$ cat config.mk
export PLATFORM = sky130hd
export DESIGN_NAME = usr_frame_rx
export DESIGN_NICKNAME = d
export VERILOG_FILES = /design/src/rtl/usr_frame_rx.sv
export SDC_FILE = /design/constraint.sdc
export NUM_CORES = 1
export LEC_CHECK = 0
export BUFFER_PORTS_ARGS = -buffer_cell sky130_fd_sc_hd__buf_2
export CORE_MARGIN = 3
export CORE_UTILIZATION = 52
export CTS_CLUSTER_DIAMETER = 40
export CTS_CLUSTER_SIZE = 20
export DETAILED_ROUTE_END_ITERATION = 10
export MAX_ROUTING_LAYER = met4
export PLACE_DENSITY = 0.81
export RECOVER_POWER = 50
export SLEW_MARGIN = 20
export SYNTH_ARGS = -nofsm -noshare
export SYNTH_HDL_FRONTEND = slang
export SYNTH_SLANG_ARGS = --single-unit
$ cat constraint.sdc
create_clock -name clk -period 1.8 [get_ports clk]
set_clock_uncertainty 0.05 [all_clocks]
set_input_delay 0.27 -clock clk [delete_from_list [all_inputs] [get_ports clk]]
set_output_delay 0.27 -clock clk [all_outputs]
set_load 0.005 [all_outputs]
$ cat src/rtl/usr_frame_rx.sv
// -----------------------------------------------------------------------------
// usr_frame_rx
//   Deframes the serial output of the universal shift register into parallel
//   words. The frame is a start bit (1), then DATA_W data bits LSB first, then
//   an even parity bit, then a stop bit (0). The line idles at 0. One bit is
//   consumed on each cycle where bit_en is high. Every other cycle is ignored.
//
//   Each received word is held in a single-entry valid/ready output buffer.
//   Error status is reported in three ways:
//     - parity_err travels with the word.
//     - frame_err is a one-cycle pulse when the stop bit is bad.
//     - overrun is a one-cycle pulse when a good frame is dropped because
//       the buffer is still full.
//
// Ports
//   clk        : rising-edge clock
//   rst        : asynchronous active-high reset
//   bit_en     : sample strobe, one serial bit per high cycle
//   si         : serial line (upstream SO)
//   data_out   : received word, meaningful while data_valid is high
//   parity_err : parity status of data_out, meaningful while data_valid is high
//   data_valid : output buffer holds an unconsumed word
//   data_ready : consumer accepts the word when data_valid & data_ready
//   frame_err  : one-cycle pulse on a bad stop bit
//   overrun    : one-cycle pulse when a good frame is dropped (buffer full)
//   busy       : registered decode of (state != IDLE)
// -----------------------------------------------------------------------------
module usr_frame_rx #(
  parameter int DATA_W = 4
) (
  input  logic              clk,
  input  logic              rst,
  input  logic              bit_en,
  input  logic              si,
  output logic [DATA_W-1:0] data_out,
  output logic              parity_err,
  output logic              data_valid,
  input  logic              data_ready,
  output logic              frame_err,
  output logic              overrun,
  output logic              busy
);

  localparam int CNT_W = (DATA_W > 1) ? $clog2(DATA_W) : 1;

  typedef enum logic [1:0] {
    IDLE,
    DATA,
    PARITY,
    STOP
  } state_t;

  state_t              state_q, state_d;
  logic [CNT_W-1:0]    cnt_q;
  logic [DATA_W-1:0]   shreg_q;
  logic [DATA_W-1:0]   shreg_shifted;
  logic                perr_q;
  logic                buf_free;
  logic                load;
  logic                frame_err_d;
  logic                overrun_d;

  // The buffer can take a new word if it is empty, or if its current word
  // is being accepted on this same edge.
  assign buf_free = !data_valid || data_ready;

  // Right shift with si entering at the MSB. After DATA_W shifts, the first
  // data bit sits at bit 0. This form is written so that it stays legal
  // when DATA_W is 1.
  assign shreg_shifted = (shreg_q >> 1) | (DATA_W'(si) << (DATA_W - 1));

  // ---------------------------------------------------------------------------
  // Next-state and event decode
  // ---------------------------------------------------------------------------
  always_comb begin
    // NOTE: every signal gets a default before any branch, so no path
    // leaves one unassigned and no latch is inferred.
    state_d     = state_q;
    load        = 1'b0;
    frame_err_d = 1'b0;
    overrun_d   = 1'b0;

    if (bit_en) begin
      case (state_q)
        IDLE: begin
          if (si) state_d = DATA;
        end
        DATA: begin
          if (cnt_q == CNT_W'(DATA_W - 1)) state_d = PARITY;
        end
        PARITY: begin
          state_d = STOP;
        end
        STOP: begin
          // The stop bit always ends the frame. A 1 here is a framing error
          // and is never taken as the start of the next frame.
          state_d = IDLE;
          if (si)            frame_err_d = 1'b1;
          else if (buf_free) load        = 1'b1;
          else               overrun_d   = 1'b1;
        end
        default: state_d = IDLE;
      endcase
    end
  end

  // ---------------------------------------------------------------------------
  // State register and busy decode
  // ---------------------------------------------------------------------------
  always_ff @(posedge clk or posedge rst) begin
    // NOTE: sequential state uses non-blocking assignments, so every register
    // samples the values from before the edge and ordering between blocks
    // cannot matter.
    if (rst) begin
      state_q <= IDLE;
      busy    <= 1'b0;
    end else begin
      state_q <= state_d;
      busy    <= (state_d != IDLE);
    end
  end

  // ---------------------------------------------------------------------------
  // Bit counter, shift register and parity capture
  // ---------------------------------------------------------------------------
  always_ff @(posedge clk or posedge rst) begin
    if (rst) begin
      cnt_q   <= '0;
      shreg_q <= '0;
      perr_q  <= 1'b0;
    end else if (bit_en) begin
      case (state_q)
        IDLE: begin
          if (si) cnt_q <= '0;
        end
        DATA: begin
          shreg_q <= shreg_shifted;
          cnt_q   <= cnt_q + CNT_W'(1);
        end
        PARITY: begin
          // An odd number of ones across data and parity means an error.
          perr_q <= (^shreg_q) ^ si;
        end
        default: ;
      endcase
    end
  end

  // ---------------------------------------------------------------------------
  // Output buffer and error pulses
  // ---------------------------------------------------------------------------
  always_ff @(posedge clk or posedge rst) begin
    if (rst) begin
      data_out   <= '0;
      parity_err <= 1'b0;
      data_valid <= 1'b0;
      frame_err  <= 1'b0;
      overrun    <= 1'b0;
    end else begin
      frame_err <= frame_err_d;
      overrun   <= overrun_d;
      if (load) begin
        // A load on the same edge as an accept replaces the word.
        // In that case data_valid stays high.
        data_out   <= shreg_q;
        parity_err <= perr_q;
        data_valid <= 1'b1;
      end else if (data_valid && data_ready) begin
        data_valid <= 1'b0;
      end
    end
  end

endmodule

After elaboration in Yosys (flattened, before gate mapping)
Cells that the tools add are included.
- bits in registers: 18
- output and inout bits: 9
- bitwise operators: 2
- eq/ne operators: 5
- reduce and logical (&&, ||, !) cells: 11
- add/sub/neg operators: 1
- mux-type cells: 19
- operators by type and width (kind ; count):
    $mux W1 ; 13
    $mux W2 ; 4
    $pmux W2 S4 ; 1
    $eq A2 B2 Y1 const B ; 3
    $reduce_bool A2 Y1 ; 3
    $or A3 B4 Y4 ; 1
    $pmux W2 S2 ; 1
    $reduce_and A2 Y1 ; 2
    $reduce_xor A4 Y1 ; 1
    $reduce_and A3 Y1 ; 1
    $add A2 B1 Y2 const B ; 1
    $eq A2 B1 Y1 const B ; 1
    $logic_not A2 Y1 ; 1
    $ne A2 B2 Y1 const B ; 1
    $logic_and A1 B1 Y1 ; 1
    $logic_not A1 Y1 ; 1
    $logic_or A1 B1 Y1 ; 1
    $xor A1 B1 Y1 ; 1

Logic depth before layout (Yosys ltp)
Gate-level depths: netlist (run 1).
- word-level depth: 7
- gate-level depth with buffers: 4
- gate-level depth less buffers: 4

Worst setup path before layout (run 1)
OpenSTA, ideal clock, no wires.
- kind: reg2reg
- start: reg state_q[1]
- end: reg data_out[0]
- data required time: 1625 ps
- path slack: 480 ps
- stages on the path, launching flop included: 5
- arrival time: 1145 ps
- path through: dfrtp_1 > clkbuf_2 > nand4b_4 > nor2b_4 > mux2_2
- longest elaborated chain between the ends: 3
- RTL lines (element ; RTL line ; text):
    start: declaration ; 53 ; state_t state_q, state_d;
    start signal: assignment ; 118 ; state_q <= state_d;
    $eq A2 B2 Y1 ; 84 ; case (state_q)
    $mux W1 ; 84 ;
    $mux W1 ; 83 ; if (bit_en) begin
    end signal: assignment ; 165 ; data_out <= shreg_q;
    end: declaration ; 35 ; output logic [DATA_W-1:0] data_out,
No other way between the ends.
A chain may end at the register's enable or synchronous reset.

Worst setup path after layout (run 1)
- start: reg state_q[1]
- end: reg data_out[2]
Same word-level chain as after synthesis.

==> metrics.md, run 1 <==
| Metric | Value |
|---|---|
| VDD IR max | `roughly 0.85 mV` |
| Total nets after synthesis | `63` |
| Summed negative setup slack over all endpoints | `0 ns` |
| Largest net degree at the start of global routing | `19` |
| Setup crit start kind | `register` |
| Count of different cell masters after synthesis | `19` |
| Primary flip-flop cell chosen by synthesis mapping | `sky130_fd_sc_hd__dfrtp_1` |
| Area grow syn2layout | `12.8%` |
| Fraction of power spent switching nets | `0.312` |
| Clk Latency, worst-skew pair | `0.29 ns` |
| Final cell count without fillers | `between 80 and 90` |
| Final layout net count | `80` |
| Cells resized by post-CTS repair | `0` |
| Number of I/O pins | `14` |
| Internal Dissipation | `between 0.9 and 1 mW` |
| Fill count | `between 100 and 150` |
| Die span in x | `44.8 um` |
| Seq/Total Area, Yosys | `0.577` |
| Initial Utilization | `0.578` |
| Largest cells by area after synthesis | `sky130_fd_sc_hd__dfrtp_1, sky130_fd_sc_hd__mux2_2, sky130_fd_sc_hd__nand2_1, sky130_fd_sc_hd__o21ai_0, sky130_fd_sc_hd__nand4b_4` |
| Fin crit share | `0.842` |
| Overall die area | `roughly 2000 sq um` |
| Area of the core | `~1400 sq um` |
| Area of the multi-input gates | `307 sq um` |
| Power share of the combinational group | `0.344` |
| Highest fanout seen on the critical path | `9` |
| RSZ-0062 raised after global routing | `no` |
| Clock net sink count | `18` |
| HPWL after detailed placement | `approximately 890 um` |
| Portion of synthesized cell area occupied by the leading cell type | `0.577` |
| # Max-Cap Violations | `0` |
| Number of hold violations in the final report | `5` |
| Number of buffers added for setup after CTS | `0` |
| Antenna violations before repair | `0` |
| Worst min-delay path class | `in -> async` |
| DR DRC count | `0` |
| Via total after detailed routing | `between 400 and 500` |
| Y dimension of the die | `44.8 um` |
| GR met2 Demand/Resource | `0.241` |
| Register bit total from synthesis | `18` |
| Data required time at the worst endpoint | `1.93 ns` |
| GR Overflow Total | `0` |
| Reg2reg end | `data_out[2]$_DFFE_PP0P_` |
| Portion of total power attributed to sequential cells | `0.488` |
| Maximum clock insertion buffer count | `2` |
| Post-detailed-route count of antenna-violating nets | `0` |
| Proportion of layout cells with a drive suffix above 1 | `0.411` |
| First-pass GRT wire length | `roughly 2100 um` |
| Synthesized instance count | `between 50 and 60` |
| Most used cells in the layout excluding fill and tap cells | `sky130_fd_sc_hd__dfrtp_1, sky130_fd_sc_hd__buf_2, sky130_fd_sc_hd__mux2_2, sky130_fd_sc_hd__nand2_1, sky130_fd_sc_hd__o21ai_0` |
| Cell count after placement | `84` |
| Via count of the first global-routing pass | `488` |
| GRT busiest layer | `met2` |
| Diode insertion count for antenna repair | `0` |
| Hold Buf Count CTS | `0` |
| Detailed Route Iter0 Violations | `5` |
| Top achievable clock speed | `about 660 MHz` |
| EDFF count, synth | `0` |
| Routed wirelength normalized by instance count | `13.9 um` |
| Global router's overall resource usage | `0.158` |
| Register-to-register setup slack | `roughly 0.28 ns` |
| Number of cells on the worst reg-to-reg path | `3` |
| Global routing met3 resource utilization | `0.0239` |
| Total number of placement rows | `13` |
| Startpoint of the worst register-to-register path | `state_q[1]$_DFF_PP0_` |
| Final count of negative-setup-slack endpoints | `0` |
| Power density over the cells | `1630 nW/um^2` |
| Via density per instance | `approximately 5.4` |
| Most common cell after layout, fill and taps aside | `sky130_fd_sc_hd__dfrtp_1` |
| Share of async-settable or async-resettable flops after synthesis | `1.00` |
| Actual slew at the worst max-slew pin | `~0.64 ns` |
| Violated checks | `hold timing` |
| Switching component of the power | `around 0.45 mW` |
| Relative slew slack | `0.571` |
| IO Port Bufs | `13` |
| Clock buffers created by TritonCTS | `3` |
| Gp weighted congestion | `between 0.7 and 0.8` |
| Critical path endpoint category | `register` |
| Worst hold slack | `-0.000413 ns` |
| Count of H-tree levels built during CTS | `1` |
| Final min period | `roughly 1.5 ns` |
| Sequential cell area in the final layout | `roughly 450 sq um` |
| CTS tree | `built` |
| Endpoint arrival time on the critical path | `roughly 1.6 ns` |
| Post-synthesis instance area | `between 700 and 800 sq um` |
| Total length of routed wires | `~1200 um` |
| Number of iterations in the first detailed-routing pass | `4` |
| Share of power burned in the clock network | `0.168` |
| Count of pins over their slew limit | `0` |
| Warnings, synthesis | `0` |
| Status | `finished with violations` |
| Cell chosen for the clock root | `sky130_fd_sc_hd__clkbuf_4` |
| Avg Inst Size Synth | `approximately 14 sq um` |
| Critical path class | `reg -> reg` |
| Fraction of met1 tracks used by global routing | `0.191` |
| Pleak | `~0.45 nW` |
| Cell taking the most area after synthesis | `sky130_fd_sc_hd__dfrtp_1` |
| Clock transition at the registers of the reported paths | `0.10 ns` |
[cell families after synthesis]
group,count (synthesis),share of synthesized area
buf+inv,2,0.0112
compound gates,7,0.0545
xor+xnor,3,0.0513
mux,10,0.144
simple gates,16,0.146
flops,18,0.577
fa+ha+maj,1,0.0160
[worst max path at each step]
stage                                     from                       to  slack, ns
after floorplan           state_q[1]$_DFF_PP0_  data_out[0]$_DFFE_PP0P_       0.48
after global placement    state_q[1]$_DFF_PP0_  data_out[3]$_DFFE_PP0P_       0.42
after detailed placement  state_q[1]$_DFF_PP0_  data_out[2]$_DFFE_PP0P_       0.37
after CTS                 state_q[1]$_DFF_PP0_  data_out[2]$_DFFE_PP0P_       0.36
after global routing      state_q[1]$_DFF_PP0_  data_out[2]$_DFFE_PP0P_       0.18
final                     state_q[1]$_DFF_PP0_  data_out[2]$_DFFE_PP0P_       0.28
[synthesized netlist by cell type (2+ instances only)]
cell / count
sky130_fd_sc_hd__nand2_1: 7
sky130_fd_sc_hd__nor2_1: 2
sky130_fd_sc_hd__xnor2_1: 2
sky130_fd_sc_hd__o21ai_0: 5
sky130_fd_sc_hd__mux2_2: 10
sky130_fd_sc_hd__dfrtp_1: 18
[worst max-delay path, cell delays in order, from the launching register on]
cell                       delay, ns
sky130_fd_sc_hd__dfrtp_1        0.52
sky130_fd_sc_hd__nand4b_1       0.24
sky130_fd_sc_hd__nor2b_4        0.23
sky130_fd_sc_hd__mux2_2         0.35
[power groups by stage]
stage	registers [mW]	logic (mW)	clock network, mW
finish	0.699	0.492	0.240
CTS	0.710	0.504	0.253
global route	0.726	0.537	0.272
global placement	0.707	0.473	0
floorplan	0.669	0.400	0
detailed placement	0.718	0.488	0
[layer usage]
| layer | part of all wire | vias to the layer above |
|---|---|---|
| met5 | 0 | - |
| met4 | 0.0098 | 0 |
| met3 | 0.051 | 2 |
| met2 | 0.50 | 15 |
| met1 | 0.44 | 232 |
| li1 | - | 229 |
[state kept, by name, summed over array words and instances (netlist names)]
register / flops
busy: 1
parity_err: 1
cnt_q: 2
state_q: 2
shreg_q: 4
data_out: 4
data_valid: 1
frame_err: 1
perr_q: 1
overrun: 1
[stage by stage]
| stage | hold slack (ns) | worst slack [ns] | total power [mW] | cell area, sq um | util |
|---|---|---|---|---|---|
| after global placement | 0.336 | 0.419 | 1.18 | 860 | 0.637 |
| after global routing | 0.0582 | 0.181 | 1.54 | 881 | 0.652 |
| after floorplan | 0.159 | 0.480 | 1.07 | 781 | - |
| after detailed placement | 0.340 | 0.373 | 1.21 | 860 | 0.637 |
| after CTS | 0.0150 | 0.356 | 1.47 | 896 | 0.664 |
| final | -0.000413 | 0.284 | 1.43 | 881 | 0.652 |
[final cells by class]
type	instances	area share
multi-input cells	37	0.348
well taps	15	0.0213
inverters	1	0.00426
clock buffers	4	0.0412
repair buffers	13	0.0739
flip-flops and latches	18	0.511
Power figures use the tool's default switching activity.
==> run 2, diff against run 1 <==
- CORE_UTILIZATION: 52 -> 47
- PLACE_DENSITY: 0.81 -> 0.78
- clock period: 1.8 -> 1.3 ns (I/O delays scaled with it)
==> metrics.md, run 2 (synthesized netlist as in run 1, its figures left out) <==
| Metric | Value |
|---|---|
| Power share of the combinational group | `0.414 (was 0.344)` |
| Initial Utilization | `0.506 (was 0.578)` |
| # Max-Cap Violations | `0 (unchanged)` |
| Share of power burned in the clock network | `0.156 (was 0.168)` |
| Count of pins over their slew limit | `0 (unchanged)` |
| Count of H-tree levels built during CTS | `1 (unchanged)` |
| Antenna violations before repair | `0 (unchanged)` |
| Worst min-delay path class | `in -> reg (was in -> async)` |
| Switching component of the power | `0.687 mW (was 0.446 mW)` |
| Final worst slack | `-0.0121 ns (was 0.284 ns)` |
| Final layout net count | `90 (was 80)` |
| Clock buffers created by TritonCTS | `3 (unchanged)` |
| Worst hold slack | `0.146 ns (was -0.000413 ns)` |
| Cell with the largest stage delay on the worst path | `sky130_fd_sc_hd__dfrtp_2 (was sky130_fd_sc_hd__dfrtp_1)` |
| Chain of cells forming the critical path | `buf_4 > buf_4 > o21ai_0 > o2111ai_1 (was nand4b_1 > nor2b_4 > mux2_2)` |
| RSZ-0062 raised after global routing | `yes (was no)` |
| Cell count along the critical path | `4 (was 3)` |
| CTS tree | `built (unchanged)` |
| VDD IR max | `0.940 mV (was 0.846 mV)` |
| Most common cell after layout, fill and taps aside | `sky130_fd_sc_hd__dfrtp_1 (unchanged)` |
| First-pass GRT wire length | `2170 um (was 2140 um)` |
| Status | `finished with violations (unchanged)` |
| Number of cells on the worst reg-to-reg path | `4 (was 3)` |
| Number of I/O pins | `14 (unchanged)` |
| Area of the multi-input gates | `337 sq um (was 307 sq um)` |
| Maximum clock insertion buffer count | `2 (unchanged)` |
| Actual slew at the worst max-slew pin | `0.437 ns (was 0.643 ns)` |
| CP most frequent cell | `sky130_fd_sc_hd__buf_4` |
| Fraction of the core area covered by cells at the end of the flow | `0.644 (was 0.652)` |
| Detailed Route Iter0 Violations | `3 (was 5)` |
| Hold Crit Start | `data_ready` |
| Via density per instance | `5.29 (was 5.43)` |
| Internal Dissipation | `1.53 mW (was 0.985 mW)` |
| Critical path endpoint category | `register (unchanged)` |
| Final count of negative-setup-slack endpoints | `1 (was 0)` |
| Area of the core | `1540 sq um (was 1350 sq um)` |
| Hold EP | `data_valid$_DFFE_PP0P_` |
| Critical path class | `reg -> reg (unchanged)` |
| Fraction of power spent switching nets | `0.309 (was 0.312)` |
| Most used cells in the layout excluding fill and tap cells | `sky130_fd_sc_hd__dfrtp_1, sky130_fd_sc_hd__buf_2, sky130_fd_sc_hd__nand2_1, sky130_fd_sc_hd__buf_4, sky130_fd_sc_hd__mux2_2 (was sky130_fd_sc_hd__dfrtp_1, sky130_fd_sc_hd__buf_2, sky130_fd_sc_hd__mux2_2, sky130_fd_sc_hd__nand2_1, sky130_fd_sc_hd__o21ai_0)` |
| Via count of the first global-routing pass | `491 (was 488)` |
| Relative slew slack | `0.708 (was 0.571)` |
| Routed wirelength normalized by instance count | `14.3 um (was 13.9 um)` |
| Total length of routed wires | `1420 um (was 1220 um)` |
| Top achievable clock speed | `762 MHz (was 660 MHz)` |
| Startpoint of the worst register-to-register path | `state_q[1]$_DFF_PP0_ (unchanged)` |
| Diode insertion count for antenna repair | `0 (unchanged)` |
| Area grow syn2layout | `27.1% (was 12.8%)` |
| Reg2reg end | `busy$_DFF_PP0_ (was data_out[2]$_DFFE_PP0P_)` |
| Total number of placement rows | `14 (was 13)` |
| Clock net sink count | `18 (unchanged)` |
| Global router's overall resource usage | `0.153 (was 0.158)` |
| Fin crit share | `1.01 (was 0.842)` |
| Data required time at the worst endpoint | `1.42 ns (was 1.93 ns)` |
| Pleak | `0.527 nW (was 0.447 nW)` |
| Endpoint arrival time on the critical path | `1.43 ns (was 1.64 ns)` |
| Highest fanout seen on the critical path | `4 (was 9)` |
| Clock transition at the registers of the reported paths | `0.10 ns (about the same)` |
| Register-to-register setup slack | `-0.01 ns (was 0.28 ns)` |
| Registers with the most flip-flops | `data_out (4), shreg_q (4) (unchanged)` |
| Cell depth of the worst min-delay path | `3` |
| Cell chosen for the clock root | `sky130_fd_sc_hd__clkbuf_4 (unchanged)` |
| Y dimension of the die | `46.8 um (was 44.8 um)` |
| Largest net degree at the start of global routing | `19 (unchanged)` |
| Clk Latency, worst-skew pair | `0.29 ns (about the same)` |
| Longest individual stage delay on the worst path | `0.46 ns (was 0.52 ns)` |
| Post-detailed-route count of antenna-violating nets | `0 (unchanged)` |
| Die span in x | `46.8 um (was 44.8 um)` |
| Overall die area | `2190 sq um (was 2000 sq um)` |
| Gp weighted congestion | `0.710 (was 0.750)` |
| IO Port Bufs | `13 (unchanged)` |
| Fill count | `114 (was 108)` |
| Number of hold violations in the final report | `0 (was 5)` |
| Portion of total power attributed to sequential cells | `0.430 (was 0.488)` |
| DR DRC count | `0 (unchanged)` |
| Delay-heaviest family, CP | `flip-flops (unchanged)` |
| Worst path bufs/invs | `2 (was 0)` |
| HPWL after detailed placement | `936 um (was 885 um)` |
| Final min period | `1.31 ns (was 1.52 ns)` |
| Cell count after placement | `91 (was 84)` |
| Number of iterations in the first detailed-routing pass | `2 (was 4)` |
| Power density over the cells | `2240 nW/um^2 (was 1630 nW/um^2)` |
| Final cell count without fillers | `99 (was 88)` |
| Sequential cell area in the final layout | `452 sq um (was 450 sq um)` |
| GR Overflow Total | `0 (unchanged)` |
| Setup crit start kind | `register (unchanged)` |
| Proportion of layout cells with a drive suffix above 1 | `0.494 (was 0.411)` |
| Via total after detailed routing | `524 (was 478)` |
| Violated checks | `setup timing (was hold timing)` |
[run 2: worst max path at each step]
stage                                    start                 endpoint  slack, ns
after floorplan           state_q[1]$_DFF_PP0_  data_out[0]$_DFFE_PP0P_       0.01
after global placement    state_q[1]$_DFF_PP0_  data_out[1]$_DFFE_PP0P_       0.01
after detailed placement  state_q[1]$_DFF_PP0_   parity_err$_DFFE_PP0P_     -0.007
after CTS                 state_q[0]$_DFF_PP0_  data_out[1]$_DFFE_PP0P_     0.0009
after global routing      state_q[1]$_DFF_PP0_           busy$_DFF_PP0_      -0.07
final                     state_q[1]$_DFF_PP0_           busy$_DFF_PP0_      -0.01
[run 2: power by group through the flow]
stage / Combinational, mW / Sequential [mW] / Clock [mW]
after CTS: 0.824 / 0.938 / 0.354
final: 0.919 / 0.956 / 0.345
after floorplan: 0.561 / 0.926 / 0
after global routing: 1.02 / 0.983 / 0.375
after global placement: 0.772 / 0.945 / 0
after detailed placement: 0.792 / 0.954 / 0
[run 2: tightest hold or removal path, cell delays in order]
cell	delay [ns]
sky130_fd_sc_hd__buf_2	0.07
sky130_fd_sc_hd__nand2b_1	0.14
sky130_fd_sc_hd__nand2_1	0.06
[run 2: repair_timing]
| item | in CTS | in global routing |
|---|---|---|
| hold buffers | 1 | 0 |
| pin swaps | 2 | 2 |
| setup buffers | 1 | 2 |
| resized for setup | 0 | 7 |
| setup endpoints to repair | 9 | 9 |
| endpoints found under the hold margin | 18 | 0 |
[run 2: layout make-up]
class	instances	share of cell area
flip-flops and latches	18	0.455
multi-input cells	37	0.339
repair buffers	23	0.145
clock buffers	4	0.0366
well taps	16	0.0202
inverters	1	0.00378
[run 2: metal layers]
layer | GRT usage | up-vias | wire, um
met3 | 0.0460 | 2 | 49
met4 | 0.0829 | 0 | 12
met5 | - | - | 0
li1 | - | 254 | -
met2 | 0.231 | 9 | 699
met1 | 0.183 | 259 | 655
[run 2: stage by stage]
step	setup WS [ns]	power (mW)	setup TNS, ns	cell area [sq um]
finish	-0.0121	2.22	-0.0121	992
CTS	0.000899	2.12	0	960
global placement	0.0134	1.72	0	906
floorplan	0.0110	1.49	0	783
global route	-0.0662	2.38	-0.327	992
detailed placement	-0.00683	1.75	-0.0204	906
==> run 3, diff against run 2 <==
- CORE_UTILIZATION: 47 -> 33
- PLACE_DENSITY: 0.78 -> 0.58
- clock period: 1.3 -> 1.7 ns (I/O delays scaled with it)
==> metrics.md, run 3 (synthesized netlist as in run 1, its figures left out) <==
| Metric | Value |
|---|---|
| VDD IR max | `0.639 mV (was 0.940 mV)` |
| Cell chosen for the clock root | `sky130_fd_sc_hd__clkbuf_4 (unchanged)` |
| Hold Buf Count CTS | `0 (was 1)` |
| Top achievable clock speed | `670 MHz (was 762 MHz)` |
| Relative slew slack | `0.559 (was 0.708)` |
| Initial Utilization | `0.371 (was 0.506)` |
| Worst hold slack | `0.00138 ns (was 0.146 ns)` |
| DR DRC count | `0 (unchanged)` |
| Maximum clock insertion buffer count | `2 (unchanged)` |
| Antenna violations before repair | `0 (unchanged)` |
| Critical path class | `reg -> reg (unchanged)` |
| Non-Filler Cell Area, Final | `896 sq um (was 992 sq um)` |
| Setup crit start kind | `register (unchanged)` |
| Most used cells in the layout excluding fill and tap cells | `sky130_fd_sc_hd__dfrtp_1, sky130_fd_sc_hd__buf_2, sky130_fd_sc_hd__mux2_2, sky130_fd_sc_hd__nand2_1, sky130_fd_sc_hd__o21ai_0 (was sky130_fd_sc_hd__dfrtp_1, sky130_fd_sc_hd__buf_2, sky130_fd_sc_hd__nand2_1, sky130_fd_sc_hd__buf_4, sky130_fd_sc_hd__mux2_2)` |
| Cell count after placement | `96 (was 91)` |
| Final worst slack | `0.208 ns (was -0.0121 ns)` |
| Critical path endpoint category | `register (unchanged)` |
| Dpl cell area | `875 sq um (was 906 sq um)` |
| Clock net sink count | `18 (unchanged)` |
| Gp weighted congestion | `0.667 (was 0.710)` |
| Count of H-tree levels built during CTS | `1 (unchanged)` |
| GR Overflow Total | `0 (unchanged)` |
| Data required time at the worst endpoint | `1.82 ns (was 1.42 ns)` |
| Portion of total power attributed to sequential cells | `0.494 (was 0.430)` |
| Total power after layout | `1.49 mW (was 2.22 mW)` |
| Via density per instance | `4.55 (was 5.29)` |
| Diode insertion count for antenna repair | `0 (unchanged)` |
| Power share of the combinational group | `0.336 (was 0.414)` |
| Largest net degree at the start of global routing | `19 (unchanged)` |
| Number of hold violations in the final report | `0 (unchanged)` |
| Final layout net count | `80 (was 90)` |
| Count of pins over their slew limit | `0 (unchanged)` |
| Pleak | `0.447 nW (was 0.527 nW)` |
| IO Port Bufs | `13 (unchanged)` |
| Registers with the most flip-flops | `data_out (4), shreg_q (4) (unchanged)` |
| Worst min-delay path class | `in -> async (was in -> reg)` |
| Number of iterations in the first detailed-routing pass | `4 (was 2)` |
| First-pass GRT wire length | `1900 um (was 2170 um)` |
| Die span in x | `54.6 um (was 46.8 um)` |
| Fin crit share | `0.877 (was 1.01)` |
| Final min period | `1.49 ns (was 1.31 ns)` |
| Via total after detailed routing | `455 (was 524)` |
| Detailed Route Iter0 Violations | `3 (unchanged)` |
| CTS tree | `built (unchanged)` |
| Fraction of the core area covered by cells at the end of the flow | `0.426 (was 0.644)` |
| # Max-Cap Violations | `0 (unchanged)` |
| Post-detailed-route count of antenna-violating nets | `0 (unchanged)` |
| Most common cell after layout, fill and taps aside | `sky130_fd_sc_hd__dfrtp_1 (unchanged)` |
| Overall die area | `2990 sq um (was 2190 sq um)` |
| Cells resized by post-CTS repair | `0 (unchanged)` |
| Clock transition at the registers of the reported paths | `0.10 ns (about the same)` |
| Y dimension of the die | `54.6 um (was 46.8 um)` |
| Worst-case setup slack after placement | `0.266 ns (was -0.00683 ns)` |
| Highest fanout seen on the critical path | `9 (was 4)` |
| Clk Latency, worst-skew pair | `0.28 ns (was 0.29 ns)` |
| Total number of placement rows | `16 (was 14)` |
| Status | `completed (was finished with violations)` |
| Number of buffers added for setup after CTS | `0 (was 1)` |
| Switching component of the power | `0.454 mW (was 0.687 mW)` |
| Area grow syn2layout | `14.7% (was 27.1%)` |
| Power density over the cells | `1670 nW/um^2 (was 2240 nW/um^2)` |
| Share of power burned in the clock network | `0.169 (was 0.156)` |
| Number of I/O pins | `14 (unchanged)` |
| Internal Dissipation | `1.04 mW (was 1.53 mW)` |
| Endpoint arrival time on the critical path | `1.62 ns (was 1.43 ns)` |
| HPWL after detailed placement | `879 um (was 936 um)` |
| Global router's overall resource usage | `0.0934 (was 0.153)` |
| Actual slew at the worst max-slew pin | `0.660 ns (was 0.437 ns)` |
| RSZ-0062 raised after global routing | `no (was yes)` |
| Final count of negative-setup-slack endpoints | `0 (was 1)` |
| Proportion of layout cells with a drive suffix above 1 | `0.411 (was 0.494)` |
| Area of the core | `2100 sq um (was 1540 sq um)` |
| Fraction of power spent switching nets | `0.303 (was 0.309)` |
| Summed negative setup slack over all endpoints | `0 ns (was -0.0121 ns)` |
| Routed wirelength normalized by instance count | `11.7 um (was 14.3 um)` |
| Clock buffers created by TritonCTS | `3 (unchanged)` |
| Via count of the first global-routing pass | `422 (was 491)` |
| Total length of routed wires | `1170 um (was 1420 um)` |
| Final cell count without fillers | `100 (was 99)` |
==> run 3: worst paths after layout <==
check,startpoint,end,slack [ns],cells past startpoint
max in group asynchronous,rst,data_out[1]$_DFFE_PP0P_,1.18,2
min in group clk,si,frame_err$_DFF_PP0_,0.17,3
min reg2reg,perr_q$_DFFE_PP0P_,perr_q$_DFFE_PP0P_,0.44,2
max reg2reg,state_q[1]$_DFF_PP0_,data_out[3]$_DFFE_PP0P_,0.21,3
min,rst,perr_q$_DFFE_PP0P_,0.001,2
max,state_q[1]$_DFF_PP0_,data_out[3]$_DFFE_PP0P_,0.21,3
==> run 3: layout make-up <==
type                       count  area [sq um]
tap                           27          33.8
inverter                       1          3.75
timing repair buffer          13          65.1
clock buffer                   4          36.3
fill                         208          1210
sequential                    18           450
multi-input combinational     37           307
==> run 3: power groups by stage <==
stage,registers [mW],clock network [mW],logic (mW)
6_report,0.739,0.253,0.503
5_1_grt,0.771,0.279,0.552
4_1_cts,0.750,0.263,0.518
3_5_place_dp,0.756,0,0.515
3_3_place_gp,0.749,0,0.510
2_1_floorplan,0.708,0,0.424
==> run 3: critical path, cell delays in order, from the launching register on <==
cell and delay, ns:
sky130_fd_sc_hd__dfrtp_1 0.51, sky130_fd_sc_hd__nand4b_1 0.24, sky130_fd_sc_hd__nor2b_4 0.23, sky130_fd_sc_hd__mux2_2 0.35
==> run 3: metal layers <==
| layer | share of wire | vias to the layer above | GRT usage |
|---|---|---|---|
| met1 | 0.50 | 215 | 0.128 |
| met2 | 0.44 | 11 | 0.130 |
| met3 | 0.061 | 0 | 0.0245 |
| met5 | 0 | - | - |
| met4 | 0 | 0 | 0.0373 |
| li1 | - | 229 | - |
